$ cat config.mk
export PLATFORM = sky130hd
export DESIGN_NAME = mire_pattern_gen
export DESIGN_NICKNAME = d
export VERILOG_FILES = /design/src/rtl/mire_pattern_gen.sv
export SDC_FILE = /design/constraint.sdc
export NUM_CORES = 1
export LEC_CHECK = 0
export ABC_AREA = 1
export CAP_MARGIN = 0
export CORE_ASPECT_RATIO = 0.6
export CORE_MARGIN = 5
export CORE_UTILIZATION = 45
export DETAILED_ROUTE_END_ITERATION = 10
export MAX_ROUTING_LAYER = met4
export PLACE_DENSITY_LB_ADDON = 0.3
export SETUP_SLACK_MARGIN = 0.15
export SYNTH_ARGS = -nofsm -noshare
export SYNTH_HDL_FRONTEND = slang
export SYNTH_SLANG_ARGS = --single-unit
$ cat constraint.sdc
create_clock -name clk -period 5.4 [get_ports clk]
set_input_delay 1.08 -clock clk [delete_from_list [all_inputs] [get_ports clk]]
set_output_delay 1.08 -clock clk [all_outputs]
set_load 0.02 [all_outputs]
$ cat src/rtl/mire_pattern_gen.sv
// Wishbone write master that fills a framebuffer with an RGB565 test pattern
// (grid, colour bars, checkerboard or solid), frame after frame, in bursts with idle gaps.
module mire_pattern_gen #(
    parameter int unsigned     HDISP     = 640,
    parameter int unsigned     VDISP     = 480,
    parameter int unsigned     GRID      = 16,
    parameter longint unsigned BASE_ADR  = 0,
    parameter int unsigned     ADR_W     = 32,
    parameter int unsigned     BURST_LEN = 64,
    parameter int unsigned     GAP_LEN   = 4
) (
    input  logic             clk,
    input  logic             rst_n,
    input  logic             enable,
    input  logic [1:0]       mode,
    input  logic [15:0]      solid_color,
    output logic             frame_done,
    output logic             busy,
    output logic [ADR_W-1:0] wb_adr,
    output logic [15:0]      wb_dat_ms,
    output logic [1:0]       wb_sel,
    output logic             wb_we,
    output logic [2:0]       wb_cti,
    output logic [1:0]       wb_bte,
    output logic             wb_stb,
    output logic             wb_cyc,
    input  logic             wb_ack
);

    localparam int XW   = (HDISP > 1) ? $clog2(HDISP) : 1;
    localparam int YW   = (VDISP > 1) ? $clog2(VDISP) : 1;
    localparam int LG   = $clog2(GRID);
    localparam int BARW = (HDISP / 8 > 0) ? HDISP / 8 : 1;
    localparam int BCW  = $clog2(BARW + 1);
    localparam int BLW  = (BURST_LEN > 1) ? $clog2(BURST_LEN) : 1;
    localparam int GLW  = (GAP_LEN > 1) ? $clog2(GAP_LEN) : 1;
    localparam logic [ADR_W-1:0] BASE = ADR_W'(BASE_ADR);

    typedef enum logic [1:0] {
        S_IDLE,
        S_BURST,
        S_GAP
    } state_t;

    state_t           state_q, state_d;
    logic [BLW-1:0]   bcnt_q, bcnt_d;
    logic [GLW-1:0]   gcnt_q, gcnt_d;
    logic [XW-1:0]    x_q, x_d;
    logic [YW-1:0]    y_q, y_d;
    logic [2:0]       bar_q, bar_d;
    logic [BCW-1:0]   barcnt_q, barcnt_d;
    logic [1:0]       mode_q, mode_d;
    logic [15:0]      solid_q, solid_d;
    logic [ADR_W-1:0] adr_q, adr_d;
    logic [15:0]      dat_q, dat_d;
    logic             init_q, init_d;
    logic             fd_q, fd_d;
    logic             ack_fire;
    logic             last_x, last_y;

    function automatic logic [15:0] pattern_px(input logic [1:0] m, input logic [15:0] solid,
                                               input logic [XW-1:0] px, input logic [YW-1:0] py,
                                               input logic [2:0] bar);
        logic [15:0] c;
        c = 16'h0000;
        case (m)
            2'd0: begin
                if (((32'(px) & (GRID - 1)) == 0) || ((32'(py) & (GRID - 1)) == 0))
                    c = 16'hFFFF;
            end
            2'd1: begin
                case (bar)
                    3'd0:    c = 16'hFFFF;
                    3'd1:    c = 16'hFFE0;
                    3'd2:    c = 16'h07FF;
                    3'd3:    c = 16'h07E0;
                    3'd4:    c = 16'hF81F;
                    3'd5:    c = 16'hF800;
                    3'd6:    c = 16'h001F;
                    default: c = 16'h0000;
                endcase
            end
            2'd2: begin
                if ((((32'(px) >> LG) ^ (32'(py) >> LG)) & 32'd1) != 0)
                    c = 16'hFFFF;
            end
            default: c = solid;
        endcase
        return c;
    endfunction

    assign ack_fire = (state_q == S_BURST) && wb_ack;
    assign last_x   = (x_q == XW'(HDISP - 1));
    assign last_y   = (y_q == YW'(VDISP - 1));

    // Burst/gap sequencing; a pending request is only released by its ack.
    always_comb begin
        state_d = state_q;
        bcnt_d  = bcnt_q;
        gcnt_d  = gcnt_q;
        case (state_q)
            S_IDLE: begin
                bcnt_d = '0;
                gcnt_d = '0;
                if (enable)
                    state_d = S_BURST;
            end
            S_BURST: begin
                gcnt_d = '0;
                if (ack_fire) begin
                    if (!enable) begin
                        state_d = S_IDLE;
                        bcnt_d  = '0;
                    end else if (bcnt_q == BLW'(BURST_LEN - 1)) begin
                        state_d = S_GAP;
                        bcnt_d  = '0;
                    end else begin
                        bcnt_d = bcnt_q + BLW'(1);
                    end
                end
            end
            S_GAP: begin
                bcnt_d = '0;
                if (gcnt_q == GLW'(GAP_LEN - 1)) begin
                    gcnt_d  = '0;
                    state_d = enable ? S_BURST : S_IDLE;
                end else begin
                    gcnt_d = gcnt_q + GLW'(1);
                end
            end
            default: state_d = S_IDLE;
        endcase
    end

    // Pixel walker: address and data are prepared for the next pixel on each ack.
    always_comb begin
        x_d      = x_q;
        y_d      = y_q;
        bar_d    = bar_q;
        barcnt_d = barcnt_q;
        mode_d   = mode_q;
        solid_d  = solid_q;
        adr_d    = adr_q;
        dat_d    = dat_q;
        init_d   = init_q;
        fd_d     = 1'b0;
        if (init_q) begin
            init_d   = 1'b0;
            mode_d   = mode;
            solid_d  = solid_color;
            x_d      = '0;
            y_d      = '0;
            bar_d    = '0;
            barcnt_d = '0;
            adr_d    = BASE;
            dat_d    = pattern_px(mode, solid_color, '0, '0, 3'd0);
        end else if (ack_fire) begin
            fd_d = last_x && last_y;
            if (last_x) begin
                x_d      = '0;
                bar_d    = '0;
                barcnt_d = '0;
                y_d      = last_y ? '0 : y_q + YW'(1);
            end else begin
                x_d = x_q + XW'(1);
                if (bar_q != 3'd7) begin
                    if (barcnt_q == BCW'(BARW - 1)) begin
                        bar_d    = bar_q + 3'd1;
                        barcnt_d = '0;
                    end else begin
                        barcnt_d = barcnt_q + BCW'(1);
                    end
                end
            end
            if (last_x && last_y) begin
                adr_d   = BASE;
                mode_d  = mode;
                solid_d = solid_color;
            end else begin
                adr_d = adr_q + ADR_W'(2);
            end
            dat_d = pattern_px(mode_d, solid_d, x_d, y_d, bar_d);
        end
    end

    always_ff @(posedge clk or negedge rst_n) begin
        if (!rst_n) begin
            state_q  <= S_IDLE;
            bcnt_q   <= '0;
            gcnt_q   <= '0;
            x_q      <= '0;
            y_q      <= '0;
            bar_q    <= '0;
            barcnt_q <= '0;
            mode_q   <= '0;
            solid_q  <= '0;
            adr_q    <= BASE;
            dat_q    <= '0;
            init_q   <= 1'b1;
            fd_q     <= 1'b0;
        end else begin
            state_q  <= state_d;
            bcnt_q   <= bcnt_d;
            gcnt_q   <= gcnt_d;
            x_q      <= x_d;
            y_q      <= y_d;
            bar_q    <= bar_d;
            barcnt_q <= barcnt_d;
            mode_q   <= mode_d;
            solid_q  <= solid_d;
            adr_q    <= adr_d;
            dat_q    <= dat_d;
            init_q   <= init_d;
            fd_q     <= fd_d;
        end
    end

    assign wb_adr     = adr_q;
    assign wb_dat_ms  = dat_q;
    assign wb_stb     = (state_q == S_BURST);
    assign wb_cyc     = (state_q == S_BURST);
    assign wb_sel     = 2'b11;
    assign wb_we      = 1'b1;
    assign wb_cti     = 3'b000;
    assign wb_bte     = 2'b00;
    assign busy       = (state_q != S_IDLE);
    assign frame_done = fd_q;

endmodule

==> results <==
- After detailed placement, the total cell area comes to 7340 um^2.
- The number of remaining DRC errors is 0.
- The pin count of the biggest net entering global routing is 71.
- The depth of the CTS H-tree is 3.
- After legalization and detailed placement, the total HPWL measured 11300 um.
- In this run the tightest slew margin relative to its limit is 28.3%.
- Summed over all failing endpoints, the final setup total negative slack is 0 ns.
- The post-synthesis mux area share is 0%.
- The critical path startpoint is wb_ack.
- The floorplan step defined a die boundary enclosing 17100 um^2.
- The congestion estimate from routability-driven global placement came to ~0.85.
- The gate count of the mapped netlist is 917.
- The clock tree buffer depth is 2.
- The power per standard cell area is 302 nW/um^2.
- The floorplan has 34 rows.
- For this configuration, the core starts out at a cell density of between 40% and 50%.
- The netlist area before placement is 6540 um^2.
- The worst setup path is of the input pin to flip-flop kind.
- The number of buffer cells added on primary ports is 72.
- The run finished with clean final reports.
- The total congestion overflow is 0.
- The highest net fanout along the worst path is between 50 and 60.
- The CTS buffer count is 9.
- In this run the critical register-to-register path is launched from x_q[0]$_DFFE_PN0P_.
- The data arrival time of the worst path is 3.57 ns.
- The first global-routing pass estimated 27200 um of wire.
- The width of the die is between 150 and 200 um.
- Summed over all layers, the routed wires come to 16000 um.
- The average wire length per cell after detail routing is 13.6 um.
- The routed layout has 5957 vias.
- Across every metal layer, demand over resource in global routing totals 19.9%.
- Yosys printed 0 warnings.
- The adder-cell share of the synthesized area is 1.53%.
- For this design the top-level I/O count stands at slightly above 80.
- In this run the clock root is driven by a clkbuf_16.
- On the final layout, the worst hold slack is 0.482 ns.
- The filler cells instantiated in the layout total 1462.
- In this run the most critical hold path is launched from wb_dat_ms[15]$_DFFE_PN0P_.
- The capturing element type of the critical path is a flip-flop.
- The worst setup path is launched from an input pin.
- After Yosys synthesis, XOR and XNOR cells account for 3.35% of the synthesized area.
- The layout-stage area growth over the synthesis result is 16.8%.
- Setup repair after global routing left no endpoint under its margin.
- The leakage component of the power is roughly 0.0036 uW.
- The clock transition at the registers of the reported paths is around 0.08 ns.
- The clock insertion delay at the later pin of the skew report is ~0.35 ns.
- The number of detailed-route iterations in the first pass is 5.
- The final count of negative-setup-slack endpoints is 0.
- The count of final hold-check violations is 0.
- The number of instances resized during post-cts repair is 0.
- Once detail routing completed, the nets flagged for antenna violations numbered 0.
- After synthesis, the largest family of logic cells by area is simple AND/OR/NAND/NOR gates.
- Leaving out fill and tap cells, the most frequent cell in the layout is nand2_1.
- The maximum vdd ir drop is approximately 0.15 mV.
- The slew at the pin closest to its max-slew limit is 1.08 ns.
- Leaving out fill and tap cells, the most frequent cells in the layout are nand2_1 (318), inv_1 (112), dfrtp_1 (105).
- 0 antenna diodes ended up in the layout.
- The area of combinational cells with multiple inputs is 3250 um^2.
- Summing all non-filler instances in the final layout gives an area of 7640 um^2.
- The sequential-to-total area share from yosys stat is between 40% and 50%.
- In this run the register-to-register setup slack is 2.19 ns.
- The final clock skew is about 0.012 ns.
- Of the cells placed in the final design, the portion with a size suffix greater than 1 is 5.92%.
- The synthesized netlist devotes 9.70% of its cell area to compound gates.
- Summing all flip-flop and latch instances after layout gives 2650 um^2.
- The via count of the first global-routing pass is ~5400.
- The initial antenna violation count is 0.
- The number of max-slew violations in the final report came to 0.
- TritonCTS built the clock tree.
- The number of maximum-capacitance violations is 0.
- The basic-gate share of the synthesized area counting and, or, nand and nor cells is 34.5%.
- The worst hold path class is flip-flop to flip-flop.
- The number of synthesized register bits is 106.
- The core region area is approximately 14000 um^2.
- The number of unique standard cell types used by synthesis is 43.
- For this block, the initial DRC count from the detailed router was 527.
- The hold-fix buffer count after cts is 0.
- The net count of the finished layout is 1005.
- The number of enable flip-flop cells after synthesis is 0.
- Dividing the detail-routed via count by the number of cells gives 5.06.
- The required time at the worst-slack endpoint is 5.68 ns.
- Post-CTS timing repair inserted 0 buffers for setup.
- Timing would allow up to 304 MHz.
- The clock drives 106 sinks.
- The die is 103 um tall.
- The worst path needs 3.29 ns of the cycle, external delays included.
- The average instance area after synthesis is about 7.1 um^2.
- The share of flip-flops with an asynchronous set or reset after synthesis is 100%.
- The portion of the clock cycle consumed by the worst path in the final layout is 60.9%.
- The flip-flop cell with the highest count after synthesis is dfrtp_1.
-- cells by family after synthesis --
group | Yosys count
compound gates | 110
xor+xnor | 25
fa+ha+maj | 8
buf+inv | 156
flops | 106
other cells | 2
simple gates | 510
-- area by class of cell --
| cell class | instances | area share (%) |
|---|---|---|
| clock inverters | 7 | 0.917 |
| well taps | 198 | 3.24 |
| multi-input cells | 663 | 42.6 |
| clock buffers | 9 | 2.95 |
| flip-flops and latches | 106 | 34.7 |
| inverters | 120 | 5.90 |
| repair buffers | 75 | 9.70 |
-- metal layers --
metal	global-route usage [%]	vias to the layer above	share of wire (%)
met3	3.76	11	5.2
met5	-	-	0
li1	-	3021	-
met4	3.49	0	0.65
met1	29.8	2751	54
met2	28.3	174	41
-- Yosys cell counts, types with 10 or more instances --
cell type | count | area, um^2
dfrtp_1 | 105 | 2630
xor2_1 | 22 | 193
nand4_1 | 11 | 68.8
a21oi_1 | 16 | 80.1
o21ai_0 | 54 | 270
o22ai_1 | 18 | 113
clkbuf_1 | 10 | 37.5
nand2_1 | 318 | 1190
nor2_1 | 59 | 221
inv_1 | 113 | 424
buf_4 | 11 | 82.6
nand3_1 | 71 | 355
nor3_1 | 12 | 60.1
-- power by group --
part | total, uW | internal (uW) | switching, uW
registers | 967 | 892 | 74.4
logic | 683 | 245 | 438
clock network | 661 | 328 | 334
total | 2310 | 1460 | 846
-- critical path: stages --
cell and delay, ns:
clkdlybuf4s50_1 0.40, inv_1 0.10, nor2_2 0.07, inv_2 0.11, nand2_1 0.09, inv_2 0.76, nor2_1 0.16, nor2_1 0.35
inv_2 0.14, nand3_1 0.09, o21ai_0 0.07, a21oi_1 0.12
-- metrics by stage --
step           total power (uW)  instances  utilization (%)  worst slack [ns]
3_5_place_dp               1660       1162             51.1              1.72
3_3_place_gp               1660       1162             51.1              1.76
2_1_floorplan              1420        925                -              3.24
6_report                   2310       1178             53.1              2.11
5_1_grt                    2450       1178             53.1              1.83
4_1_cts                    2330       1178             53.1              2.08
-- registers in the layout, summed over array words and instances, names as in the netlist --
signal,cells
wb_dat_ms,16
barcnt_q,7
state_q,2
bcnt_q,6
init_q,1
gcnt_q,2
bar_q,3
frame_done,1
y_q,9
solid_q,16
wb_adr,31
mode_q,2
x_q,10
-- path summary, 6_finish.rpt --
check	cells after the start	to
max	12	barcnt_q[6]$_DFFE_PN0P_
min	2	wb_dat_ms[15]$_DFFE_PN0P_
max reg2reg	8	wb_adr[24]$_DFFE_PN0P_
min reg2reg	2	wb_dat_ms[15]$_DFFE_PN0P_
max in group asynchronous	2	bar_q[1]$_DFFE_PN0P_
min in group asynchronous	1	gcnt_q[0]$_DFFE_PN0P_
Power figures use the tool's default switching activity.
